### src/rtl/vp_pkg.sv
// vp_pkg: shared video-pipeline FSM encoding and window-validity helper
package vp_pkg;
  typedef enum logic {ST_IDLE = 1'b0, ST_ACTIVE = 1'b1} vp_state_e;
  function automatic logic win_valid(input logic [31:0] sx, ex, sy, ey, hmax, vmax);
    return (sx < ex) && (sy < ey) && (ex <= hmax) && (ey <= vmax);
  endfunction
endpackage

### src/rtl/pixel_pos_cnt.sv
// pixel_pos_cnt: saturating x/y position tracker driven by de and a frame clear
module pixel_pos_cnt #(
  parameter int X_W = 12,
  parameter int Y_W = 12
) (
  input  logic           clk,
  input  logic           rst_n,
  input  logic           clr,
  input  logic           de,
  output logic [X_W-1:0] x_cur,
  output logic [Y_W-1:0] y_cur,
  output logic           de_fall
);
  logic [X_W-1:0] x;
  logic [Y_W-1:0] y;
  logic           de_d;
  assign de_fall = de_d & ~de;
  assign x_cur   = clr ? '0 : x;
  assign y_cur   = clr ? '0 : y;
  // position of the next pixel; a clearing pixel is (0,0) so x resumes at 1
  always_ff @(posedge clk or negedge rst_n)
    if (!rst_n) begin
      x    <= '0;
      y    <= '0;
      de_d <= 1'b0;
    end else begin
      de_d <= de;
      if (clr) begin
        x <= de ? X_W'(1) : '0;
        y <= '0;
      end else if (de) begin
        x <= &x ? x : x + 1'b1;
      end else if (de_fall) begin
        x <= '0;
        y <= &y ? y : y + 1'b1;
      end
    end
endmodule

### src/rtl/image_crop.sv
// image_crop: crops a DE-framed video stream to a per-frame latched window
module image_crop
  import vp_pkg::*;
#(
  parameter int DATA_W = 24,
  parameter int H_DISP = 1920,
  parameter int V_DISP = 1080,
  parameter int X_W    = 12,
  parameter int Y_W    = 12
) (
  input  logic              clk,
  input  logic              rst_n,
  input  logic              crop_en,
  input  logic [X_W-1:0]    start_x,
  input  logic [X_W-1:0]    end_x,
  input  logic [Y_W-1:0]    start_y,
  input  logic [Y_W-1:0]    end_y,
  input  logic              vs_i,
  input  logic              de_i,
  input  logic [DATA_W-1:0] data_i,
  output logic              vs_o,
  output logic              de_o,
  output logic [DATA_W-1:0] data_o,
  output logic              sof_o,
  output logic              eol_o,
  output logic              active_o,
  output logic              cfg_err_o
);
  vp_state_e      state, state_nx;
  logic           vs_d, fs;
  logic           sh_en, en_e, act_e, valid_e, in_win, pass, sof_n, eol_n, de_fall;
  logic [X_W-1:0] sh_sx, sh_ex, sx_e, ex_e, x_cur;
  logic [Y_W-1:0] sh_sy, sh_ey, sy_e, ey_e, y_cur;
  assign fs = vs_i & ~vs_d;
  // a frame-start pixel already belongs to the new frame, so bypass the shadows then
  assign en_e  = fs ? crop_en : sh_en;
  assign sx_e  = fs ? start_x : sh_sx;
  assign ex_e  = fs ? end_x   : sh_ex;
  assign sy_e  = fs ? start_y : sh_sy;
  assign ey_e  = fs ? end_y   : sh_ey;
  assign act_e = state_nx == ST_ACTIVE;
  assign valid_e = win_valid(32'(sx_e), 32'(ex_e), 32'(sy_e), 32'(ey_e), 32'(H_DISP), 32'(V_DISP));
  assign in_win  = (x_cur >= sx_e) && (x_cur < ex_e) && (y_cur >= sy_e) && (y_cur < ey_e);
  assign pass    = de_i & act_e & (en_e ? valid_e & in_win : 1'b1);
  assign sof_n   = pass & (en_e ? (x_cur == sx_e) && (y_cur == sy_e) : (x_cur == '0) && (y_cur == '0));
  assign eol_n   = en_e ? pass & (x_cur == ex_e - 1'b1) : act_e & de_fall;
  pixel_pos_cnt #(.X_W(X_W), .Y_W(Y_W)) u_pos (
    .clk(clk), .rst_n(rst_n), .clr(fs), .de(de_i),
    .x_cur(x_cur), .y_cur(y_cur), .de_fall(de_fall)
  );
  // state register
  always_ff @(posedge clk or negedge rst_n)
    if (!rst_n) state <= ST_IDLE;
    else        state <= state_nx;
  // leave IDLE on the first frame start, then stay ACTIVE
  always_comb begin
    state_nx = state;
    state_nx = (state == ST_IDLE && fs) ? ST_ACTIVE : state;
  end
  // window shadows follow the inputs only at frame start
  always_ff @(posedge clk or negedge rst_n)
    if (!rst_n) begin
      vs_d  <= 1'b0;
      sh_en <= 1'b0;
      sh_sx <= '0;
      sh_ex <= '0;
      sh_sy <= '0;
      sh_ey <= '0;
    end else begin
      vs_d <= vs_i;
      if (fs) begin
        sh_en <= crop_en;
        sh_sx <= start_x;
        sh_ex <= end_x;
        sh_sy <= start_y;
        sh_ey <= end_y;
      end
    end
  // one-cycle registered output stage
  always_ff @(posedge clk or negedge rst_n)
    if (!rst_n) begin
      vs_o      <= 1'b0;
      de_o      <= 1'b0;
      data_o    <= '0;
      sof_o     <= 1'b0;
      eol_o     <= 1'b0;
      active_o  <= 1'b0;
      cfg_err_o <= 1'b0;
    end else begin
      vs_o      <= vs_i;
      de_o      <= pass;
      data_o    <= pass ? data_i : '0;
      sof_o     <= sof_n;
      eol_o     <= eol_n;
      active_o  <= act_e;
      cfg_err_o <= act_e & en_e & ~valid_e;
    end
endmodule
### config.mk
export PLATFORM = sky130hd
export DESIGN_NAME = image_crop
export DESIGN_NICKNAME = d
export VERILOG_FILES = /design/src/rtl/vp_pkg.sv /design/src/rtl/pixel_pos_cnt.sv /design/src/rtl/image_crop.sv
export SDC_FILE = /design/constraint.sdc
export NUM_CORES = 1
export LEC_CHECK = 0
export CAP_MARGIN = 40
export CORE_MARGIN = 2
export CORE_UTILIZATION = 45
export CTS_CLUSTER_SIZE = 10
export DETAILED_ROUTE_END_ITERATION = 10
export PLACE_DENSITY = 0.74
export SKIP_CTS_REPAIR_TIMING = 1
export SLEW_MARGIN = 20
export SYNTH_ARGS = -nofsm -noshare
export SYNTH_HDL_FRONTEND = slang
export SYNTH_HIERARCHICAL = 1
export SYNTH_SLANG_ARGS = --single-unit
### constraint.sdc
create_clock -name clk -period 4.1 [get_ports clk]
set_clock_uncertainty 0.2 [all_clocks]
set_input_delay 0.82 -clock clk [delete_from_list [all_inputs] [get_ports clk]]
set_output_delay 0.82 -clock clk [all_outputs]
set_load 0.05 [all_outputs]
==> impl_table.tex, run 1 <==
\begin{tabular}{lr}
\hline
Metric & Value \\
\hline
\multicolumn{2}{l}{\textbf{CTS}} \\
Clock network latency to the later pin of the worst-skew pair & 0.36 ns \\
Clock buffers created by TritonCTS & 9 \\
Root buffer selected by CTS & sky130\_fd\_sc\_hd\_\_clkbuf\_16 \\
H-tree level count & 3 \\
Maximum buffer depth of the clock tree & 2 \\
Number of sinks driven by the clock tree & 104 \\
CTS clk-pin slew, worst paths & 0.08 ns \\
CTS tree & built \\
\multicolumn{2}{l}{\textbf{Setup path}} \\
Gate family responsible for the most delay along the worst path & buffers and inverters \\
Start-to-end type of the worst setup path & in -> reg \\
Crit path cell chain & dlymetal6s2s\_1 -> nand2b\_4 -> inv\_4 -> buf\_12 -> buf\_4 -> mux2i\_4 -> ha\_1 -> a21oi\_1 -> o21ai\_0 -> o21ai\_0 -> a21oi\_1 -> nor4\_2 -> nand4\_4 -> clkbuf\_16 -> a21boi\_1 \\
Largest stage delay, worst path & 0.43 ns \\
Largest driver fanout on the critical path & 16 \\
Kind of end point of the critical path & flop \\
WP data required & 4.19 ns \\
Worst path arrival time & 3.76 ns \\
Reg-to-reg setup timing slack & 0.58 ns \\
Cells on worst reg2reg path & 14 \\
FF-to-FF Start & vs\_o \\
Capturing point of the worst reg2reg path & data\_o[10] \\
Crit path buffers/inverters & 5 \\
Critical Path Start & vs\_i \\
Crit-path slowest cell & sky130\_fd\_sc\_hd\_\_nor4\_2 \\
Category of the worst setup path launch point & input port \\
\multicolumn{2}{l}{\textbf{STA}} \\
Worst-case headroom to the max-slew limit & 48.9\% \\
Endpoints failing hold & 0 \\
Summed negative setup slack over all endpoints & 0 ns \\
Achievable Freq & 272 MHz \\
Final setup violation count & 0 \\
Crit path time final & 3.67 ns \\
Worst slew pin tran & 0.764 ns \\
Share of the cycle needed by the critical path after routing & 89.6\% \\
Pins Over Slew Limit & 0 \\
Unrepaired setup endpoints after global routing & no \\
\multicolumn{2}{l}{\textbf{Synthesis}} \\
Portion of netlist area occupied by mux cells & 8.36\% \\
Simple-gate share of the synthesized area & 18.1\% \\
Sequential-to-total area share from yosys stat & 38.2\% \\
Most used DFF post-synth & sky130\_fd\_sc\_hd\_\_dfrtp\_1 \\
Synthesized flop and latch total & 104 \\
Area share of the largest cell type after synthesis & 38.2\% \\
Fraction of the mapped netlist area in adder cells & 12.9\% \\
Instance count of the mapped netlist & 690 \\
Post-Syn Area & 6810 µm² \\
Post-synthesis cell type count & 77 \\
Post-synth EDFFs & 0 \\
Syn avg cell area & 9.86 µm² \\
Biggest area contributors in the synthesized netlist & sky130\_fd\_sc\_hd\_\_dfrtp\_1 (38\%), sky130\_fd\_sc\_hd\_\_ha\_1 (13\%), sky130\_fd\_sc\_hd\_\_mux2i\_1 (5.9\%) \\
Combinational family with the most area after synthesis & simple AND/OR/NAND/NOR gates \\
Post-synthesis compound-gate area fraction & 14.3\% \\
Synthesized netlist net count & 835 \\
Warnings, synthesis & 6 \\
Asr flop ratio synth & 100\% \\
Parity-gate share of the synthesized area counting xor and xnor cells & 2.57\% \\
Dominant cell type by area after synthesis & sky130\_fd\_sc\_hd\_\_dfrtp\_1 \\
\multicolumn{2}{l}{\textbf{Route}} \\
Total Wirelength & 19900 µm \\
1st-iter DRT viols & 374 \\
Drt wl/cell & 18.4 µm \\
Via count & 6082 \\
Total DRC errors in the routed layout & 0 \\
Per-cell via count in the routed design & 5.62 \\
First-pass DRT Iterations & 5 \\
Count of antenna-violating nets left after detailed routing & 0 \\
\multicolumn{2}{l}{\textbf{GRT}} \\
Wire length of the first global-routing pass & 31000 µm \\
Busiest layer in global routing & met2 \\
Met3 track demand over resource & 2.93\% \\
Vias in the first global route & 6080 \\
Pin count of the biggest net entering global routing & 62 \\
Routing usage on met1 & 33.0\% \\
Tot GR Track Use & 24.4\% \\
Sum of overflow across all layers after global routing & 0 \\
Antenna violations before repair & 0 \\
Global routing usage on met2 & 40.4\% \\
\multicolumn{2}{l}{\textbf{Status}} \\
Result of the run & complete, no violations \\
\multicolumn{2}{l}{\textbf{Worst hold path}} \\
Hold/Removal Path Class & in -> async \\
\multicolumn{2}{l}{\textbf{Layout}} \\
Fraction of final layout cells sized beyond drive strength 1 & 18.4\% \\
Net count reported at finish & 1039 \\
Total inserted antenna cells & 0 \\
Layout filler cell count & 1151 \\
Post-route design area & 9270 µm² \\
Area overhead of the layout relative to synthesis & 36.1\% \\
\multicolumn{2}{l}{\textbf{Place}} \\
IO buf count & 106 \\
Half-perimeter wire length after detailed placement & 15500 µm \\
Placed cell areas & 8780 µm² \\
Weighted congestion reported at the end of routability-driven placement & 0.952 \\
\multicolumn{2}{l}{\textbf{Floorplan}} \\
Number of core rows & 44 \\
Height of the chip & 127 µm \\
Die boundary width & 127 µm \\
\# IOs & 107 \\
Initial Utilization & 46.5\% \\
Die footprint & 16100 µm² \\
Area of the core & 14600 µm² \\
\multicolumn{2}{l}{\textbf{Run}} \\
Max-cap violation count & 0 \\
\multicolumn{2}{l}{\textbf{Power and ir drop}} \\
Standby leakage power & 4.57 nW \\
Worst-case vdd ir drop & 0.223 mV \\
PD cells & 328 nW/µm² \\
\hline
\end{tabular}
## cells by family after synthesis
| kind of cell | Yosys count |
|---|---|
| flops | 104 |
| compound gates | 139 |
| mux | 51 |
| simple gates | 224 |
| buf+inv | 81 |
| fa+ha+maj | 71 |
| xor+xnor | 20 |
## layer usage
layer	vias to the layer above	share of wire [%]
li1	2904	-
met1	2985	46
met2	156	48
met3	37	4.1
met4	0	2.6
met5	-	0
## cell type report
type | instances | area [µm²] | share of cell area [%]
inverter | 59 | 224 | 2.42
timing repair buffer | 215 | 2010 | 21.7
sequential | 104 | 2600 | 28.1
tap | 184 | 230 | 2.48
multi-input combinational | 505 | 3900 | 42.1
clock buffer | 9 | 225 | 2.43
clock inverter | 7 | 71.3 | 0.770
## flip-flops by register name, summed over array words and instances (netlist names)
name / cells
sh_en: 1
sh_sx: 12
eol_o: 1
data_o: 24
sof_o: 1
u_pos/x: 12
sh_ex: 12
de_o: 1
sh_ey: 12
cfg_err_o: 1
active_o: 1
u_pos/de_d: 1
sh_sy: 12
vs_o: 1
u_pos/y: 12
## stage by stage
stage               util, %  total power [mW]  hold WS [ns]  std cells  worst slack, ns
floorplan                 -              1.70         0.260        690           0.0816
global placement       59.9              2.11         0.297       1060           -0.333
detailed placement     59.9              2.15         0.305       1060           -0.398
CTS                    62.0              3.02         0.324       1076          -0.0527
global route           63.3              3.19         0.149       1083            0.255
finish                 63.3              3.04         0.135       1083            0.425
## worst reg2reg max path: stages, from the launching register on
cell	delay [ns]
sky130_fd_sc_hd__dfrtp_1	0.39
sky130_fd_sc_hd__nand2b_4	0.20
sky130_fd_sc_hd__inv_4	0.12
sky130_fd_sc_hd__buf_12	0.16
sky130_fd_sc_hd__buf_4	0.17
sky130_fd_sc_hd__mux2i_4	0.30
sky130_fd_sc_hd__ha_1	0.29
sky130_fd_sc_hd__a21oi_1	0.14
sky130_fd_sc_hd__o21ai_0	0.14
sky130_fd_sc_hd__o21ai_0	0.17
sky130_fd_sc_hd__a21oi_1	0.09
sky130_fd_sc_hd__nor4_2	0.44
sky130_fd_sc_hd__nand4_4	0.26
sky130_fd_sc_hd__clkbuf_16	0.24
sky130_fd_sc_hd__a21boi_1	0.16
## worst max-delay path by stage
stage,endpoint,depth (start not counted)
final,data_o[10],15
after global routing,data_o[8],16
after CTS,data_o[1],14
after detailed placement,data_o[1],14
after global placement,data_o[1],14
after floorplan,data_o[15],15
## cell usage after synthesis, types with 4 or more instances
cell type,number
sky130_fd_sc_hd__clkbuf_1,8
sky130_fd_sc_hd__nor2_1,34
sky130_fd_sc_hd__a21o_1,11
sky130_fd_sc_hd__inv_1,57
sky130_fd_sc_hd__a21oi_1,32
sky130_fd_sc_hd__mux2_2,7
sky130_fd_sc_hd__o41ai_1,4
sky130_fd_sc_hd__and3_1,9
sky130_fd_sc_hd__xor2_1,4
sky130_fd_sc_hd__nand2_1,51
sky130_fd_sc_hd__nor3_1,14
sky130_fd_sc_hd__and4_1,4
sky130_fd_sc_hd__dfrtp_1,104
sky130_fd_sc_hd__buf_1,4
sky130_fd_sc_hd__nand4_1,16
sky130_fd_sc_hd__nand2b_1,6
sky130_fd_sc_hd__o31ai_1,6
sky130_fd_sc_hd__nor2b_1,29
sky130_fd_sc_hd__a21boi_1,18
sky130_fd_sc_hd__ha_1,68
sky130_fd_sc_hd__nor4_1,8
sky130_fd_sc_hd__buf_2,4
sky130_fd_sc_hd__o21ai_0,23
sky130_fd_sc_hd__or3_1,6
sky130_fd_sc_hd__a21boi_0,6
sky130_fd_sc_hd__nand3_1,25
sky130_fd_sc_hd__xnor2_1,16
sky130_fd_sc_hd__mux2i_1,40
## report_power, final
part / switching (mW) / leakage, nW / total (mW) / internal, mW
sequential: 0.0539 / 1.32 / 1.17 / 1.12
combinational: 0.524 / 3.10 / 0.992 / 0.468
clock: 0.437 / 0.147 / 0.870 / 0.433
total: 1.01 / 4.57 / 3.04 / 2.02
## placed cells by master, fill, tap and decap left out, types with 3 or more instances in the layout
cell                                n
sky130_fd_sc_hd__o211ai_1           3
sky130_fd_sc_hd__xor2_1             4
sky130_fd_sc_hd__buf_12             5
sky130_fd_sc_hd__a21o_1            11
sky130_fd_sc_hd__mux2_2             7
sky130_fd_sc_hd__ha_1              68
sky130_fd_sc_hd__clkdlybuf4s50_1  104
sky130_fd_sc_hd__a21boi_1          19
sky130_fd_sc_hd__nand2_1           51
sky130_fd_sc_hd__inv_8              4
sky130_fd_sc_hd__and4_1             4
sky130_fd_sc_hd__maj3_1             3
sky130_fd_sc_hd__dfrtp_1          104
sky130_fd_sc_hd__nor2b_1           29
sky130_fd_sc_hd__clkinv_4           3
sky130_fd_sc_hd__nand3_1           25
sky130_fd_sc_hd__a2111oi_2          3
sky130_fd_sc_hd__o21ai_0           23
sky130_fd_sc_hd__mux2i_2            5
sky130_fd_sc_hd__nand2b_1           6
sky130_fd_sc_hd__clkbuf_16         12
sky130_fd_sc_hd__nor4_2             3
sky130_fd_sc_hd__and3_1             9
sky130_fd_sc_hd__mux2i_4            3
sky130_fd_sc_hd__nor2_1            33
sky130_fd_sc_hd__nand4_1           16
sky130_fd_sc_hd__a21oi_1           31
sky130_fd_sc_hd__o2111ai_1          3
sky130_fd_sc_hd__xnor2_1           16
sky130_fd_sc_hd__nor4_1             8
sky130_fd_sc_hd__a21boi_0           5
sky130_fd_sc_hd__a31oi_1            3
sky130_fd_sc_hd__mux2i_1           35
sky130_fd_sc_hd__o31ai_1            5
sky130_fd_sc_hd__o41ai_1            4
sky130_fd_sc_hd__or3_1              6
sky130_fd_sc_hd__nor3_1            14
sky130_fd_sc_hd__inv_1             57
sky130_fd_sc_hd__buf_4            101
Note: power is estimated with default switching activity, not from simulation.
==> inputs of run 2 (changes only) <==
--- a/config.mk
+++ b/config.mk
@@ -11,6 +11,7 @@
 export CTS_CLUSTER_SIZE = 10
 export DETAILED_ROUTE_END_ITERATION = 10
 export PLACE_DENSITY = 0.74
+export RECOVER_POWER = 25
 export SKIP_CTS_REPAIR_TIMING = 1
 export SLEW_MARGIN = 20
 export SYNTH_ARGS = -nofsm -noshare
==> impl_table.tex, run 2 (synthesis results as in run 1) <==
\begin{tabular}{lr}
\hline
Metric & Value \\
\hline
\multicolumn{2}{l}{\textbf{Place}} \\
Half-perimeter wire length after detailed placement & 15500 µm \\
IO buf count & 106 \\
Placed cell areas & 8780 µm² \\
Cell count after placement & 1060 \\
Worst slack at placement & -0.398 ns \\
Weighted congestion reported at the end of routability-driven placement & 0.952 \\
\multicolumn{2}{l}{\textbf{CTS}} \\
CTS clk-pin slew, worst paths & 0.08 ns \\
H-tree level count & 3 \\
CTS tree & built \\
Clock network latency to the later pin of the worst-skew pair & 0.36 ns \\
Clock buffers created by TritonCTS & 9 \\
Root buffer selected by CTS & sky130\_fd\_sc\_hd\_\_clkbuf\_16 \\
Maximum buffer depth of the clock tree & 2 \\
Number of sinks driven by the clock tree & 104 \\
\multicolumn{2}{l}{\textbf{STA}} \\
Worst-case headroom to the max-slew limit & 22.8\% \\
Pins Over Slew Limit & 0 \\
Worst hold slack & 0.328 ns \\
Unrepaired setup endpoints after global routing & no \\
Worst setup slack after layout & 0.430 ns \\
Final setup violation count & 0 \\
Share of the cycle needed by the critical path after routing & 89.5\% \\
Summed negative setup slack over all endpoints & 0 ns \\
Achievable Freq & 272 MHz \\
Crit path time final & 3.67 ns \\
Endpoints failing hold & 0 \\
Worst slew pin tran & 1.16 ns \\
\multicolumn{2}{l}{\textbf{Worst hold path}} \\
Hold\_sp & sh\_sy[6] \\
Cell depth of the worst min-delay path & 2 \\
Hold Path Sink & sh\_sy[6] \\
Hold/Removal Path Class & reg -> reg \\
\multicolumn{2}{l}{\textbf{Power and ir drop}} \\
Standby leakage power & 4.56 nW \\
Part of the total power dissipated in combinational logic & 32.7\% \\
Cell-internal power & 2.02 mW \\
PD cells & 328 nW/µm² \\
Sw frac & 33.4\% \\
Worst-case vdd ir drop & 0.223 mV \\
Total power of the final layout & 3.03 mW \\
Clock share of power & 28.7\% \\
Net switching power figure & 1.01 mW \\
Sequential share of power & 38.7\% \\
\multicolumn{2}{l}{\textbf{Route}} \\
First-pass DRT Iterations & 5 \\
Drt wl/cell & 18.4 µm \\
Count of antenna-violating nets left after detailed routing & 0 \\
Total DRC errors in the routed layout & 0 \\
Total Wirelength & 19900 µm \\
1st-iter DRT viols & 376 \\
Per-cell via count in the routed design & 5.61 \\
Via count & 6078 \\
\multicolumn{2}{l}{\textbf{Setup path}} \\
Largest stage delay, worst path & 0.43 ns \\
Gate family responsible for the most delay along the worst path & buffers and inverters \\
Reg-to-reg setup timing slack & 0.58 ns \\
Capturing point of the worst reg2reg path & data\_o[10] \\
Category of the worst setup path launch point & input port \\
Cells on worst reg2reg path & 14 \\
Worst path arrival time & 3.76 ns \\
Crit-path slowest cell & sky130\_fd\_sc\_hd\_\_nor4\_2 \\
Crit path buffers/inverters & 5 \\
Crit path cell chain & dlymetal6s2s\_1 -> nand2b\_4 -> inv\_4 -> buf\_12 -> buf\_4 -> mux2i\_4 -> ha\_1 -> a21oi\_1 -> o21ai\_0 -> o21ai\_0 -> a21oi\_1 -> nor4\_2 -> nand4\_4 -> clkbuf\_16 -> a21boi\_1 \\
Largest driver fanout on the critical path & 16 \\
Kind of end point of the critical path & flop \\
FF-to-FF Start & vs\_o \\
Start-to-end type of the worst setup path & in -> reg \\
WP data required & 4.19 ns \\
\multicolumn{2}{l}{\textbf{Layout}} \\
Commonest non-fill, non-tap cells in the layout & sky130\_fd\_sc\_hd\_\_dfrtp\_1 (104), sky130\_fd\_sc\_hd\_\_clkdlybuf4s50\_1 (104), sky130\_fd\_sc\_hd\_\_buf\_4 (99) \\
Fraction of final layout cells sized beyond drive strength 1 & 18.1\% \\
Total inserted antenna cells & 0 \\
Largest register by flop count & data\_o \\
Final core area utilization & 63.2\% \\
Filler-free cell count of the finished design & 1083 \\
Post-route design area & 9260 µm² \\
Net count reported at finish & 1039 \\
Area overhead of the layout relative to synthesis & 36.0\% \\
Number of flip-flops in the largest register & 24 \\
\multicolumn{2}{l}{\textbf{Floorplan}} \\
Initial Utilization & 46.5\% \\
Number of core rows & 44 \\
Die footprint & 16100 µm² \\
Die boundary width & 127 µm \\
Area of the core & 14600 µm² \\
Height of the chip & 127 µm \\
\# IOs & 107 \\
\multicolumn{2}{l}{\textbf{GRT}} \\
Vias in the first global route & 6080 \\
Sum of overflow across all layers after global routing & 0 \\
Tot GR Track Use & 24.4\% \\
Wire length of the first global-routing pass & 31000 µm \\
Pin count of the biggest net entering global routing & 62 \\
Antenna violations before repair & 0 \\
\multicolumn{2}{l}{\textbf{Status}} \\
Result of the run & complete, no violations \\
\multicolumn{2}{l}{\textbf{Run}} \\
Max-cap violation count & 0 \\
\hline
\end{tabular}
-- run 2: changes by cell type in the layout (fill, tap and decap cells not counted), sizes merged --
cell,change
clkbuf,+2
buf,-2
-- run 2: area by class of cell --
cell class | count | area (µm²)
Tap cell | 184 | 230
Inverter | 59 | 224
Timing Repair Buffer | 215 | 2010
Clock buffer | 9 | 225
Clock inverter | 7 | 71.3
Multi-Input combinational cell | 505 | 3900
Fill cell | 1151 | 5390
Sequential cell | 104 | 2600
-- run 2: metal layers --
layer,global-route usage [%],share of wire (%),up-vias
li1,-,-,2903
met1,33.0,46,2984
met2,40.4,48,154
met3,2.93,4.0,37
met4,9.05,2.6,0
met5,0,0,-
-- run 2: worst max-delay path by stage --
stage	startpoint	endpoint	depth (start not counted)
final	vs_i	data_o[10]	15
after global routing	vs_i	data_o[8]	16
after CTS	vs_i	data_o[1]	14
after detailed placement	vs_i	data_o[1]	14
after global placement	vs_i	data_o[1]	14
after floorplan	vs_i	data_o[15]	15
-- run 2: power by group through the flow --
stage	Sequential (mW)	Clock, mW	Combinational (mW)
floorplan	1.25	0	0.447
global placement	1.19	0	0.927
detailed placement	1.19	0	0.955
CTS	1.17	0.884	0.962
global route	1.18	0.926	1.08
finish	1.17	0.869	0.991
-- run 2: tightest hold or removal path: cells and delay by family (launching register included) --
family	cells	cell delay, ns
mux	1	0.08
flops	1	0.32
buf+inv	1	0.09
==> inputs of run 3 (changes only) <==
==> constraint.sdc (replaced) <==
create_clock -name clk -period 4.1 [get_ports clk]
set_clock_uncertainty 0.2 [all_clocks]
set_input_delay 0.82 -clock clk [delete_from_list [all_inputs] [get_ports clk]]
set_output_delay 0.82 -clock clk [all_outputs]
set_load 0.02 [all_outputs]
==> results of run 3 <==
The final DEF is identical to that of run 2. Status: complete, no violations.
Among the figures that moved: total power 3.03 mW -> 2.99 mW; worst IR drop on VDD 0.223 mV -> 0.220 mV
